==> src/rtl/tape_ram_arbiter_pkg.sv <==
// Shared types for the tape/CPU RAM write-port arbiter.
// Contains no logic, so it adds no latency and applies no backpressure.
package tape_arb_pkg;

    // Widest tape address the FIFO entry can hold; the top's ADDR_W must not exceed it.
    localparam int TAPE_ADDR_W = 16;

    typedef enum logic [2:0] {
        IDLE,
        BANK_SET,
        DRAIN,
        FLUSH,
        BANK_RESTORE
    } arb_state_e;

    typedef struct packed {
        logic [TAPE_ADDR_W-1:0] addr;
        logic [7:0]             data;
    } tape_wr_t;

endpackage

==> src/rtl/tape_ram_arbiter_if.sv <==
// Tape, CPU, bank and RAM signals of the arbiter. The arbiter uses the slave modport.
// The environment (tape parser, CPU decode, RAM/bank logic) uses the master modport.
interface tape_ram_arbiter_if #(
    parameter int ADDR_W = 16
);
    logic              dl_active;
    logic              tape_wr;
    logic [ADDR_W-1:0] tape_addr;
    logic [7:0]        tape_dout;
    logic              cpu_req;
    logic              cpu_we;
    logic [ADDR_W-1:0] cpu_addr;
    logic [7:0]        cpu_dout;
    logic              cpu_wait;
    logic [7:0]        bank_cur;
    logic              bank_we;
    logic [7:0]        bank_dout;
    logic              ram_we;
    logic [ADDR_W-1:0] ram_addr;
    logic [7:0]        ram_din;
    logic              ram_src;
    logic              busy;
    logic              overflow;
    logic              load_done;

    modport master (
        output dl_active, tape_wr, tape_addr, tape_dout,
        output cpu_req, cpu_we, cpu_addr, cpu_dout, bank_cur,
        input  cpu_wait, bank_we, bank_dout, ram_we, ram_addr, ram_din,
        input  ram_src, busy, overflow, load_done
    );

    modport slave (
        input  dl_active, tape_wr, tape_addr, tape_dout,
        input  cpu_req, cpu_we, cpu_addr, cpu_dout, bank_cur,
        output cpu_wait, bank_we, bank_dout, ram_we, ram_addr, ram_din,
        output ram_src, busy, overflow, load_done
    );
endinterface

==> src/rtl/tape_ram_arbiter_fifo.sv <==
// Synchronous FIFO of tape writes; head is the oldest entry, valid whenever !empty.
// Latency: a push is visible at head the next cycle. Push when full is ignored unless popping the same cycle.
// Backpressure: full/empty flags only; the caller decides what to drop.
module tape_wr_fifo
    import tape_arb_pkg::*;
#(
    parameter int DEPTH = 8
) (
    input  logic     clk,
    input  logic     reset_n,
    input  logic     push,
    input  tape_wr_t din,
    input  logic     pop,
    output logic     full,
    output logic     empty,
    output tape_wr_t head
);
    localparam int PTR_W = $clog2(DEPTH);
    localparam int CNT_W = PTR_W + 1;

    tape_wr_t           mem [DEPTH];
    logic [PTR_W-1:0]   wr_ptr;
    logic [PTR_W-1:0]   rd_ptr;
    logic [CNT_W-1:0]   count;
    logic               do_push;
    logic               do_pop;

    assign empty   = (count == '0);
    assign full    = (count == CNT_W'(DEPTH));
    assign do_pop  = pop & ~empty;
    assign do_push = push & (~full | do_pop);
    assign head    = mem[rd_ptr];

    // Power-of-two depth: pointers wrap by natural overflow.
    always_ff @(posedge clk or negedge reset_n) begin
        if (!reset_n) begin
            wr_ptr <= '0;
            rd_ptr <= '0;
            count  <= '0;
        end else begin
            if (do_push) wr_ptr <= wr_ptr + 1'b1;
            if (do_pop)  rd_ptr <= rd_ptr + 1'b1;
            case ({do_push, do_pop})
                2'b10:   count <= count + 1'b1;
                2'b01:   count <= count - 1'b1;
                default: count <= count;
            endcase
        end
    end

    always_ff @(posedge clk) begin
        if (do_push) mem[wr_ptr] <= din;
    end

endmodule

==> src/rtl/tape_ram_arbiter.sv <==
// Shares the RAM write port between the CPU and buffered tape bytes, bracketing each download with bank save/select/restore.
// Latency: a tape byte into an empty FIFO reaches RAM the next cycle if the CPU is not writing.
// Backpressure: tape bytes arriving with the FIFO full are dropped (sticky overflow); TAPE_CPU_HOLD_EN stalls the CPU via cpu_wait.
module tape_ram_arbiter
    import tape_arb_pkg::*;
#(
    parameter int         FIFO_DEPTH  = 8,
    parameter logic [7:0] BANK_WR_VAL = 8'h00,
    parameter int         ADDR_W      = 16
) (
    input  logic                 clk,
    input  logic                 reset_n,
    tape_ram_arbiter_if.slave    bus
);
    arb_state_e state, state_nxt;
    logic       dl_q;
    logic       dl_rise;
    logic [7:0] saved_bank;
    logic       overflow_q;
    logic       fifo_full, fifo_empty;
    logic       push, pop;
    logic       cpu_wr;
    logic       draining;
    logic       hold;
    tape_wr_t   head, wr_in;

    assign cpu_wr   = bus.cpu_req & bus.cpu_we;
    assign draining = (state == DRAIN) || (state == FLUSH);

`ifdef TAPE_CPU_HOLD_EN
    assign hold = (state != IDLE);
`else
    assign hold = 1'b0;
`endif
    assign bus.cpu_wait = hold;

    // While the CPU is held by WAIT its write request is frozen, so the tape takes the port.
    assign pop  = draining & ~fifo_empty & (hold | ~cpu_wr);
    assign push = bus.tape_wr & (~fifo_full | pop);

    // dl_q only follows dl_active in IDLE, so a level still high on return to IDLE counts as a new edge.
    assign dl_rise = (state == IDLE) & bus.dl_active & ~dl_q;

    always_comb begin
        wr_in = '0;
        wr_in.addr[ADDR_W-1:0] = bus.tape_addr;
        wr_in.data = bus.tape_dout;
    end

    tape_wr_fifo #(.DEPTH(FIFO_DEPTH)) u_fifo (
        .clk     (clk),
        .reset_n (reset_n),
        .push    (push),
        .din     (wr_in),
        .pop     (pop),
        .full    (fifo_full),
        .empty   (fifo_empty),
        .head    (head)
    );

    always_ff @(posedge clk or negedge reset_n) begin
        if (!reset_n) begin
            state      <= IDLE;
            dl_q       <= 1'b0;
            saved_bank <= 8'h00;
            overflow_q <= 1'b0;
        end else begin
            state <= state_nxt;
            dl_q  <= (state == IDLE) ? bus.dl_active : 1'b0;
            if (dl_rise) begin
                saved_bank <= bus.bank_cur;
                overflow_q <= 1'b0;
            end
            if (bus.tape_wr && fifo_full && !pop) overflow_q <= 1'b1;
        end
    end

    always_comb begin
        state_nxt     = state;
        bus.bank_we   = 1'b0;
        bus.bank_dout = 8'h00;
        bus.load_done = 1'b0;
        case (state)
            IDLE: begin
                if (dl_rise) state_nxt = BANK_SET;
            end
            BANK_SET: begin
                bus.bank_we   = 1'b1;
                bus.bank_dout = BANK_WR_VAL;
                state_nxt     = DRAIN;
            end
            DRAIN: begin
                if (!bus.dl_active) state_nxt = FLUSH;
            end
            FLUSH: begin
                if (fifo_empty) state_nxt = BANK_RESTORE;
            end
            BANK_RESTORE: begin
                bus.bank_we   = 1'b1;
                bus.bank_dout = saved_bank;
                bus.load_done = 1'b1;
                state_nxt     = IDLE;
            end
            default: state_nxt = IDLE;
        endcase
    end

    always_comb begin
        bus.ram_we   = 1'b0;
        bus.ram_src  = 1'b0;
        bus.ram_addr = bus.cpu_addr;
        bus.ram_din  = bus.cpu_dout;
        if (pop) begin
            bus.ram_we   = 1'b1;
            bus.ram_src  = 1'b1;
            bus.ram_addr = head.addr[ADDR_W-1:0];
            bus.ram_din  = head.data;
        end else if (cpu_wr) begin
            bus.ram_we   = 1'b1;
        end
    end

    assign bus.busy     = (state != IDLE) | ~fifo_empty;
    assign bus.overflow = overflow_q;

endmodule

==> src/flat_wrapper.sv <==
// flat-port wrapper written by rule: the top's interface ports become plain ports
module tape_ram_arbiter_flat import tape_arb_pkg::*;
#(
    parameter int         FIFO_DEPTH  = 8,
    parameter logic [7:0] BANK_WR_VAL = 8'h00,
    parameter int         ADDR_W      = 16
)
  (clk, reset_n, bus_dl_active, bus_tape_wr, bus_tape_addr, bus_tape_dout, bus_cpu_req, bus_cpu_we, bus_cpu_addr, bus_cpu_dout, bus_bank_cur, bus_cpu_wait, bus_bank_we, bus_bank_dout, bus_ram_we, bus_ram_addr, bus_ram_din, bus_ram_src, bus_busy, bus_overflow, bus_load_done);
  tape_ram_arbiter_if #(.ADDR_W(ADDR_W)) bus_i ();
  input  logic clk;
  input  logic reset_n;
  input wire logic [$bits(bus_i.dl_active)-1:0] bus_dl_active;
  input wire logic [$bits(bus_i.tape_wr)-1:0] bus_tape_wr;
  input wire logic [$bits(bus_i.tape_addr)-1:0] bus_tape_addr;
  input wire logic [$bits(bus_i.tape_dout)-1:0] bus_tape_dout;
  input wire logic [$bits(bus_i.cpu_req)-1:0] bus_cpu_req;
  input wire logic [$bits(bus_i.cpu_we)-1:0] bus_cpu_we;
  input wire logic [$bits(bus_i.cpu_addr)-1:0] bus_cpu_addr;
  input wire logic [$bits(bus_i.cpu_dout)-1:0] bus_cpu_dout;
  input wire logic [$bits(bus_i.bank_cur)-1:0] bus_bank_cur;
  output wire logic [$bits(bus_i.cpu_wait)-1:0] bus_cpu_wait;
  output wire logic [$bits(bus_i.bank_we)-1:0] bus_bank_we;
  output wire logic [$bits(bus_i.bank_dout)-1:0] bus_bank_dout;
  output wire logic [$bits(bus_i.ram_we)-1:0] bus_ram_we;
  output wire logic [$bits(bus_i.ram_addr)-1:0] bus_ram_addr;
  output wire logic [$bits(bus_i.ram_din)-1:0] bus_ram_din;
  output wire logic [$bits(bus_i.ram_src)-1:0] bus_ram_src;
  output wire logic [$bits(bus_i.busy)-1:0] bus_busy;
  output wire logic [$bits(bus_i.overflow)-1:0] bus_overflow;
  output wire logic [$bits(bus_i.load_done)-1:0] bus_load_done;
  assign bus_i.dl_active = bus_dl_active;
  assign bus_i.tape_wr = bus_tape_wr;
  assign bus_i.tape_addr = bus_tape_addr;
  assign bus_i.tape_dout = bus_tape_dout;
  assign bus_i.cpu_req = bus_cpu_req;
  assign bus_i.cpu_we = bus_cpu_we;
  assign bus_i.cpu_addr = bus_cpu_addr;
  assign bus_i.cpu_dout = bus_cpu_dout;
  assign bus_i.bank_cur = bus_bank_cur;
  assign bus_cpu_wait = bus_i.cpu_wait;
  assign bus_bank_we = bus_i.bank_we;
  assign bus_bank_dout = bus_i.bank_dout;
  assign bus_ram_we = bus_i.ram_we;
  assign bus_ram_addr = bus_i.ram_addr;
  assign bus_ram_din = bus_i.ram_din;
  assign bus_ram_src = bus_i.ram_src;
  assign bus_busy = bus_i.busy;
  assign bus_overflow = bus_i.overflow;
  assign bus_load_done = bus_i.load_done;
  tape_ram_arbiter #(.FIFO_DEPTH(FIFO_DEPTH), .BANK_WR_VAL(BANK_WR_VAL), .ADDR_W(ADDR_W)) u_core (.clk(clk), .reset_n(reset_n), .bus(bus_i));
endmodule
==> config.mk <==
export PLATFORM = sky130hd
export DESIGN_NAME = tape_ram_arbiter_flat
export DESIGN_NICKNAME = d
export VERILOG_FILES = /design/src/rtl/tape_ram_arbiter_pkg.sv /design/src/rtl/tape_ram_arbiter_if.sv /design/src/rtl/tape_ram_arbiter_fifo.sv /design/src/rtl/tape_ram_arbiter.sv /design/src/flat_wrapper.sv
export SDC_FILE = /design/constraint.sdc
export NUM_CORES = 1
export LEC_CHECK = 0
export BUFFER_PORTS_ARGS = -buffer_cell sky130_fd_sc_hd__buf_2
export CORE_MARGIN = 2
export CORE_UTILIZATION = 62
export DETAILED_ROUTE_END_ITERATION = 8
export MAX_ROUTING_LAYER = met4
export PLACE_DENSITY = 0.88
export SYNTH_ARGS = -nofsm -noshare
export SYNTH_HDL_FRONTEND = slang
export SYNTH_SLANG_ARGS = --single-unit
==> constraint.sdc <==
create_clock -name clk -period 5.5 [get_ports clk]
set_input_delay 0.55 -clock clk [delete_from_list [all_inputs] [get_ports clk]]
set_output_delay 0.55 -clock clk [all_outputs]
set_load 0.05 [all_outputs]
## Yosys cells after proc, flatten, opt, wreduce, memory -nomap -nowiden

Memory sizes are Yosys's and may differ from the RTL's.
Cells that the tools add are included.

- Reductions and logical operators: 11
- Add/subtract/negate cells: 4
- Mux-type cells: 18
- Bitwise gates (word level): 15
- Equality and inequality tests: 10

Operator list:

| kind | number |
|---|---|
| $mux 16 | 1 |
| $mux 8 | 2 |
| $pmux 3 s4 | 1 |
| $mux 1 | 10 |
| $mux 3 | 3 |
| $and 1x1->1 | 8 |
| $pmux 4 s2 | 1 |
| $add 3x1->3 const B | 2 |
| $eq 3x2->1 const B | 2 |
| $add 4x1->4 const B | 1 |
| $eq 4x4->1 const B | 1 |
| $logic_not 4->1 | 1 |
| $ne 2x1->1 const B | 2 |
| $not 1->1 | 4 |
| $reduce_bool 2->1 | 2 |
| $sub 4x1->4 const B | 1 |
| $eq 3x1->1 const B | 1 |
| $eq 3x3->1 const B | 1 |
| $logic_not 3->1 | 1 |
| $or 1x1->1 | 3 |
| $reduce_and 3->1 | 1 |
| $reduce_bool 3->1 | 1 |
| $eq 2x1->1 const B | 1 |
| $eq 2x2->1 const B | 1 |
| 5 further kinds | 6 |

- Output and inout port bits: 39
- Logic and storage cells: 66
- Flip-flop bits (word level): 23
- Memories: 1
- Input bits: 62
- Bits in writable memories: 192

Memory list:

| memory | depth | bits a word | rd ports | clocked after memory_dff | wr ports | RTL line | RTL |
|---|---|---|---|---|---|---|---|
| u_core.u_fifo.mem | 8 | 24 | 1 | 0 | 1 | tape_ram_arbiter_fifo.sv:21 | `tape_wr_t mem [DEPTH];` |

## Depth between registers and ports, before layout

- Depth after elaboration: 9
- Depth in mapped cells: 13
- Gate-level depth less buffers: 10

## Modules after synthesis

A second synthesis with hierarchy kept.

- Cells, all modules: 427
- Area, all modules: 8916.1 um2

Modules (own cells, without submodules):

| module | seq. area each (um2) | cells each | instances | area each (um2) |
|---|---|---|---|---|
| tape_wr_fifo | 6015.8 | 344 | 1 | 7900.1 |
| tape_ram_arbiter | 325.3 | 83 | 1 | 1016.0 |

## Worst setup path before layout

OpenSTA, ideal clock, no wires.

- Kind: input -> register
- From: input bus_cpu_req
- To: memory u_core.u_fifo.mem[5][0] (netlist name), enable pin
- Required time: 5.065 ns
- Library setup time: 0.435 ns
- Arrival time: 2.808 ns
- Stages: 4
- Path slack: 2.256 ns
- Path buffers: 0
- Cells stage by stage: and2_0 > o211ai_2 > nand2_1 > nor3_1

- Longest elaborated chain between the ends: 8
- Elaborated cells between the ends (all ways): 10
- Those cells by class: mux: 2; bitwise: 8

Ends and longest elaborated chain:

| element | RTL line | RTL |
|---|---|---|
| start: declaration | flat_wrapper.sv:16 | `input wire logic [$bits(bus_i.cpu_req)-1:0] bus_cpu_req;` |
| $and 1x1->1 (*) | tape_ram_arbiter.sv:27 | `assign cpu_wr = bus.cpu_req & bus.cpu_we;` |
| $not 1->1 (*) | tape_ram_arbiter.sv:38 | `assign pop = draining & ~fifo_empty & (hold \| ~cpu_wr);` |
| $and 1x1->1 (*) | tape_ram_arbiter.sv:38 |  |
| $or 1x1->1 / $and 1x1->1 (equally long branches) | tape_ram_arbiter.sv:39, tape_ram_arbiter_fifo.sv:30 |  |
| $and 1x1->1 / $or 1x1->1 (equally long branches) | tape_ram_arbiter.sv:39, tape_ram_arbiter_fifo.sv:31 |  |
| $and 1x1->1 (*) | tape_ram_arbiter_fifo.sv:31 | `assign do_push = push & (~full \| do_pop);` |
| $mux 1 (*) | tape_ram_arbiter_fifo.sv:52 | `if (do_push) mem[wr_ptr] <= din;` |
| $mux 1 (not written as such) (*) | tape_ram_arbiter_fifo.sv:52 |  |
| end: declaration | tape_ram_arbiter_fifo.sv:21 |  |

Mark *: on every way between the ends. The rest lies on a longest branch, timed or not.

## Worst setup path in the final report

- From: register u_core.u_fifo.count[0]
- To: output bus_ram_din[1]

- Longest elaborated chain between the ends: 5

Ends and longest elaborated chain:

| element | RTL line | RTL |
|---|---|---|
| start: declaration | tape_ram_arbiter_fifo.sv:24 | `logic [CNT_W-1:0] count;` |
| start signal: assignment | tape_ram_arbiter_fifo.sv:44 | `2'b10: count <= count + 1'b1;` |
| start signal: assignment | tape_ram_arbiter_fifo.sv:45 | `2'b01: count <= count - 1'b1;` |
| start signal: assignment | tape_ram_arbiter_fifo.sv:46 | `default: count <= count;` |
| $logic_not 4->1 | tape_ram_arbiter_fifo.sv:28 | `assign empty = (count == '0);` |
| $not 1->1 | tape_ram_arbiter.sv:38 |  |
| $and 1x1->1 (2 in a row) | tape_ram_arbiter.sv:38 |  |
| $mux 8 | tape_ram_arbiter.sv:113 | `if (pop) begin` |
| end: declaration | flat_wrapper.sv:26 | `output wire logic [$bits(bus_i.ram_din)-1:0] bus_ram_din;` |

No other way between the ends.

==> impl_metrics.json <==
{
  "slew_headroom_pct": 18.04,
  "p_leak_uw": 0.003555,
  "drc": 0,
  "ys_seq_elements": 215,
  "netlist_area_mm2": 0.008783,
  "max_freq_mhz": 282.7,
  "cts_max_path_buffers": 3,
  "synthDistinctLibCells": 40,
  "ctsHtreeMaxLevel": 1,
  "synth-seq-area-share_pct": 72.19,
  "fin_skew_ns": 0.009237,
  "drt_iter0_markers": 574,
  "num_rows": 43,
  "path_delay_family": "simple AND/OR/NAND/NOR gates",
  "place_inst": 706,
  "grt_remaining_overflow": 0,
  "rsz0062_at_grt": "false",
  "post-cts-setup-buffer-count": 0,
  "synthArstFlopShare_pct": 10.70,
  "drtPass1Iterations": 4,
  "cts_sinks": 215,
  "viasPerCell": 6.078,
  "r2r-end": "u_core.u_fifo.count[2]$_DFFE_PN0P_",
  "netlist.area_leader.share_pct": 65.64,
  "synth.top_cells.by_area": "edfxtp_1, mux4_2, dfrtp_1",
  "crit_required_ns": 4.95,
  "path_buf_inv": 1,
  "cts_hold_buf": 0,
  "pin_count": 101,
  "finalSetupViolCount": 0,
  "synth_edf_count": 192,
  "cts_resized": 0,
  "rr_worst_depth": 10,
  "place.gp.congestion": 0.7831,
  "cts_tree": "built",
  "status": "complete, no violations",
  "totalWireLength_mm": 17.62,
  "synth_ff_type": "edfxtp_1",
  "drive_above_1_share_pct": 38.54,
  "critPathArrivalTime_ns": 2.99,
  "layout_setup_ws_ns": 1.962,
  "ys_warn_count": 0,
  "timing_worst_setup_path_type": "reg2out",
  "antenna_found_initial": 1,
  "grt_max_degree": 53,
  "fin_nets": 616,
  "fin_crit_ns": 3.538,
  "clk_pin_slew_worst_paths_ns": 0.06,
  "route.vias.total": 4522,
  "dieArea_mm2": 0.01514,
  "cp-end-kind": "primary output",
  "synth_largest_area_cell": "edfxtp_1",
  "wire_per_inst_um": 23.69,
  "cap_violations": 0,
  "max_stage_delay_ns": 0.95,
  "place_ws_ns": 2.091,
  "cts-root-buf": "clkbuf_16",
  "io_buffer_count": 99,
  "ir_drop_mv": 0.3862,
  "cts_buffers": 21,
  "tightest_slew_ns": 1.229,
  "grt_pass1_wl_mm": 26.65,
  "fin_util_pct": 72.19,
  "dp.final_hpwl_mm": 9.420,
  "grt_pass1_vias": 4639,
  "core_area_mm2": 0.01388,
  "post-route-period-util_pct": 64.32,
  "path_cells": "nor4_4, or3_2, nand2_1, o21ai_1, buf_2",
  "crit_path_max_fanout": 52,
  "reg2reg_slack_ns": 2.12,
  "critPathSlowestCell": "or3_2",
  "grt_usage_pct": 24.97,
  "min_path_type": "in2async",
  "r2r-start": "u_core.u_fifo.count[0]$_DFFE_PN0P_",
  "synthCells": 449,
  "start_kind": "register",
  "tns_ns": 0,
  "power_per_cell_area_mw_per_mm2": 599.9,
  "synthesis.nets": 516,
  "final_cells": 744,
  "avgSynthCellArea_um2": 19.56,
  "die_x_um": 123.0,
  "start_util_pct": 63.28,
  "syn_to_final_growth_pct": 14.09,
  "clock_latency_ns": 0.49,
  "final_max_slew_viol_count": 0,
  "hold_viol": 0,
  "route.antenna.remaining_nets": 0,
  "die_h_um": 123.0
}
==> cell usage in the layout, fill, tap and decap left out, types with 9 or more instances in the layout <==
| master | instances |
|---|---|
| o21ai_2 | 14 |
| nand2_1 | 34 |
| dfrtp_1 | 20 |
| buf_2 | 99 |
| edfxtp_1 | 192 |
| mux2i_1 | 24 |
| o21ai_1 | 9 |
| clkbuf_16 | 21 |
| mux4_2 | 47 |
| mux2_2 | 10 |
==> stage by stage <==
| step | hold slack, ns | area, um^2 | total power, uW |
|---|---|---|---|
| floorplan | 0.2544 | 8783 | 4215 |
| global placement | 0.4748 | 9373 | 4564 |
| detailed placement | 0.4959 | 9373 | 4665 |
| CTS | 0.04943 | 10020 | 6058 |
| global route | 0.07559 | 10020 | 6270 |
| finish | 0.03525 | 10020 | 6011 |
==> registers in the layout, summed over array words and instances, names as in the netlist <==
signal                count
u_core.u_fifo.mem       192
u_core.bus.overflow       1
u_core.u_fifo.count       4
u_core.dl_q               1
u_core.saved_bank         8
u_core.u_fifo.rd_ptr      3
u_core.u_fifo.wr_ptr      3
u_core.state              3
==> layout make-up <==
| cell class | instances | area (um^2) |
|---|---|---|
| sequential | 215 | 6347 |
| fill | 810 | 3860 |
| multi-input combinational | 205 | 2267 |
| clock buffer | 28 | 551.8 |
| timing repair buffer | 102 | 518.0 |
| tap | 180 | 225.2 |
| clock inverter | 9 | 93.84 |
| inverter | 4 | 15.01 |
| antenna | 1 | 2.502 |
==> worst max path at each step <==
stage,slack [ns],cells past startpoint,end,startpoint
6_report,1.96,5,bus_ram_din[1],u_core.u_fifo.count[0]$_DFFE_PN0P_
5_1_grt,1.79,4,bus_ram_din[4],u_core.u_fifo.rd_ptr[1]$_DFFE_PN0P_
4_1_cts,1.93,4,bus_ram_din[4],u_core.u_fifo.rd_ptr[1]$_DFFE_PN0P_
3_5_place_dp,2.09,10,u_core.u_fifo.count[2]$_DFFE_PN0P_,u_core.u_fifo.count[0]$_DFFE_PN0P_
3_3_place_gp,2.33,10,u_core.u_fifo.count[2]$_DFFE_PN0P_,u_core.u_fifo.count[0]$_DFFE_PN0P_
2_1_floorplan,2.26,4,u_core.u_fifo.mem[5][0]$_DFFE_PP_,bus_cpu_req
==> routing by layer <==
layer | track usage (%) | share of wire [%] | wire (um)
met1 | 32.82 | 38 | 6754
met2 | 41.57 | 53 | 9367
met3 | 3.413 | 6.0 | 1053
met4 | 7.457 | 2.5 | 448
met5 | - | 0 | 0
==> Yosys cell counts (2+ instances only) <==
library cell,count
edfxtp_1,192
mux4_2,47
nand2_1,34
mux2i_1,24
dfrtp_1,23
o21ai_2,14
mux2_2,10
nor2_1,10
o21ai_1,9
and2_1,8
buf_6,8
xnor2_1,7
nor3_1,6
buf_4,5
ha_1,5
buf_2,4
clkbuf_1,3
inv_1,3
nand2b_1,3
xor2_1,3
a21oi_1,2
a31oi_1,2
buf_1,2
buf_12,2
nand3_1,2
nor3b_1,2
nor4_4,2
o21ai_0,2
o21bai_1,2
o22ai_1,2
or3_1,2
==> logic make-up after synthesis <==
logic type                 after synthesis  share of synthesized area (%)
AOI/OAI and AO/OA                       34                          2.735
and+or+nand+nor                         73                          4.373
DFF                                    215                          72.19
buffers and inverters                   29                          2.578
other                                    1                        0.04269
xor gates and xnor gates                10                         0.9972
adders and majority gates                5                         0.7123
muxes                                   82                          16.37
==> power breakdown <==
part	switching (uW)	total, uW	internal, uW
Clock	568	1370	798
Sequential	379	2470	2090
Combinational	1360	2180	817
Note: power is estimated with default switching activity, not from simulation.
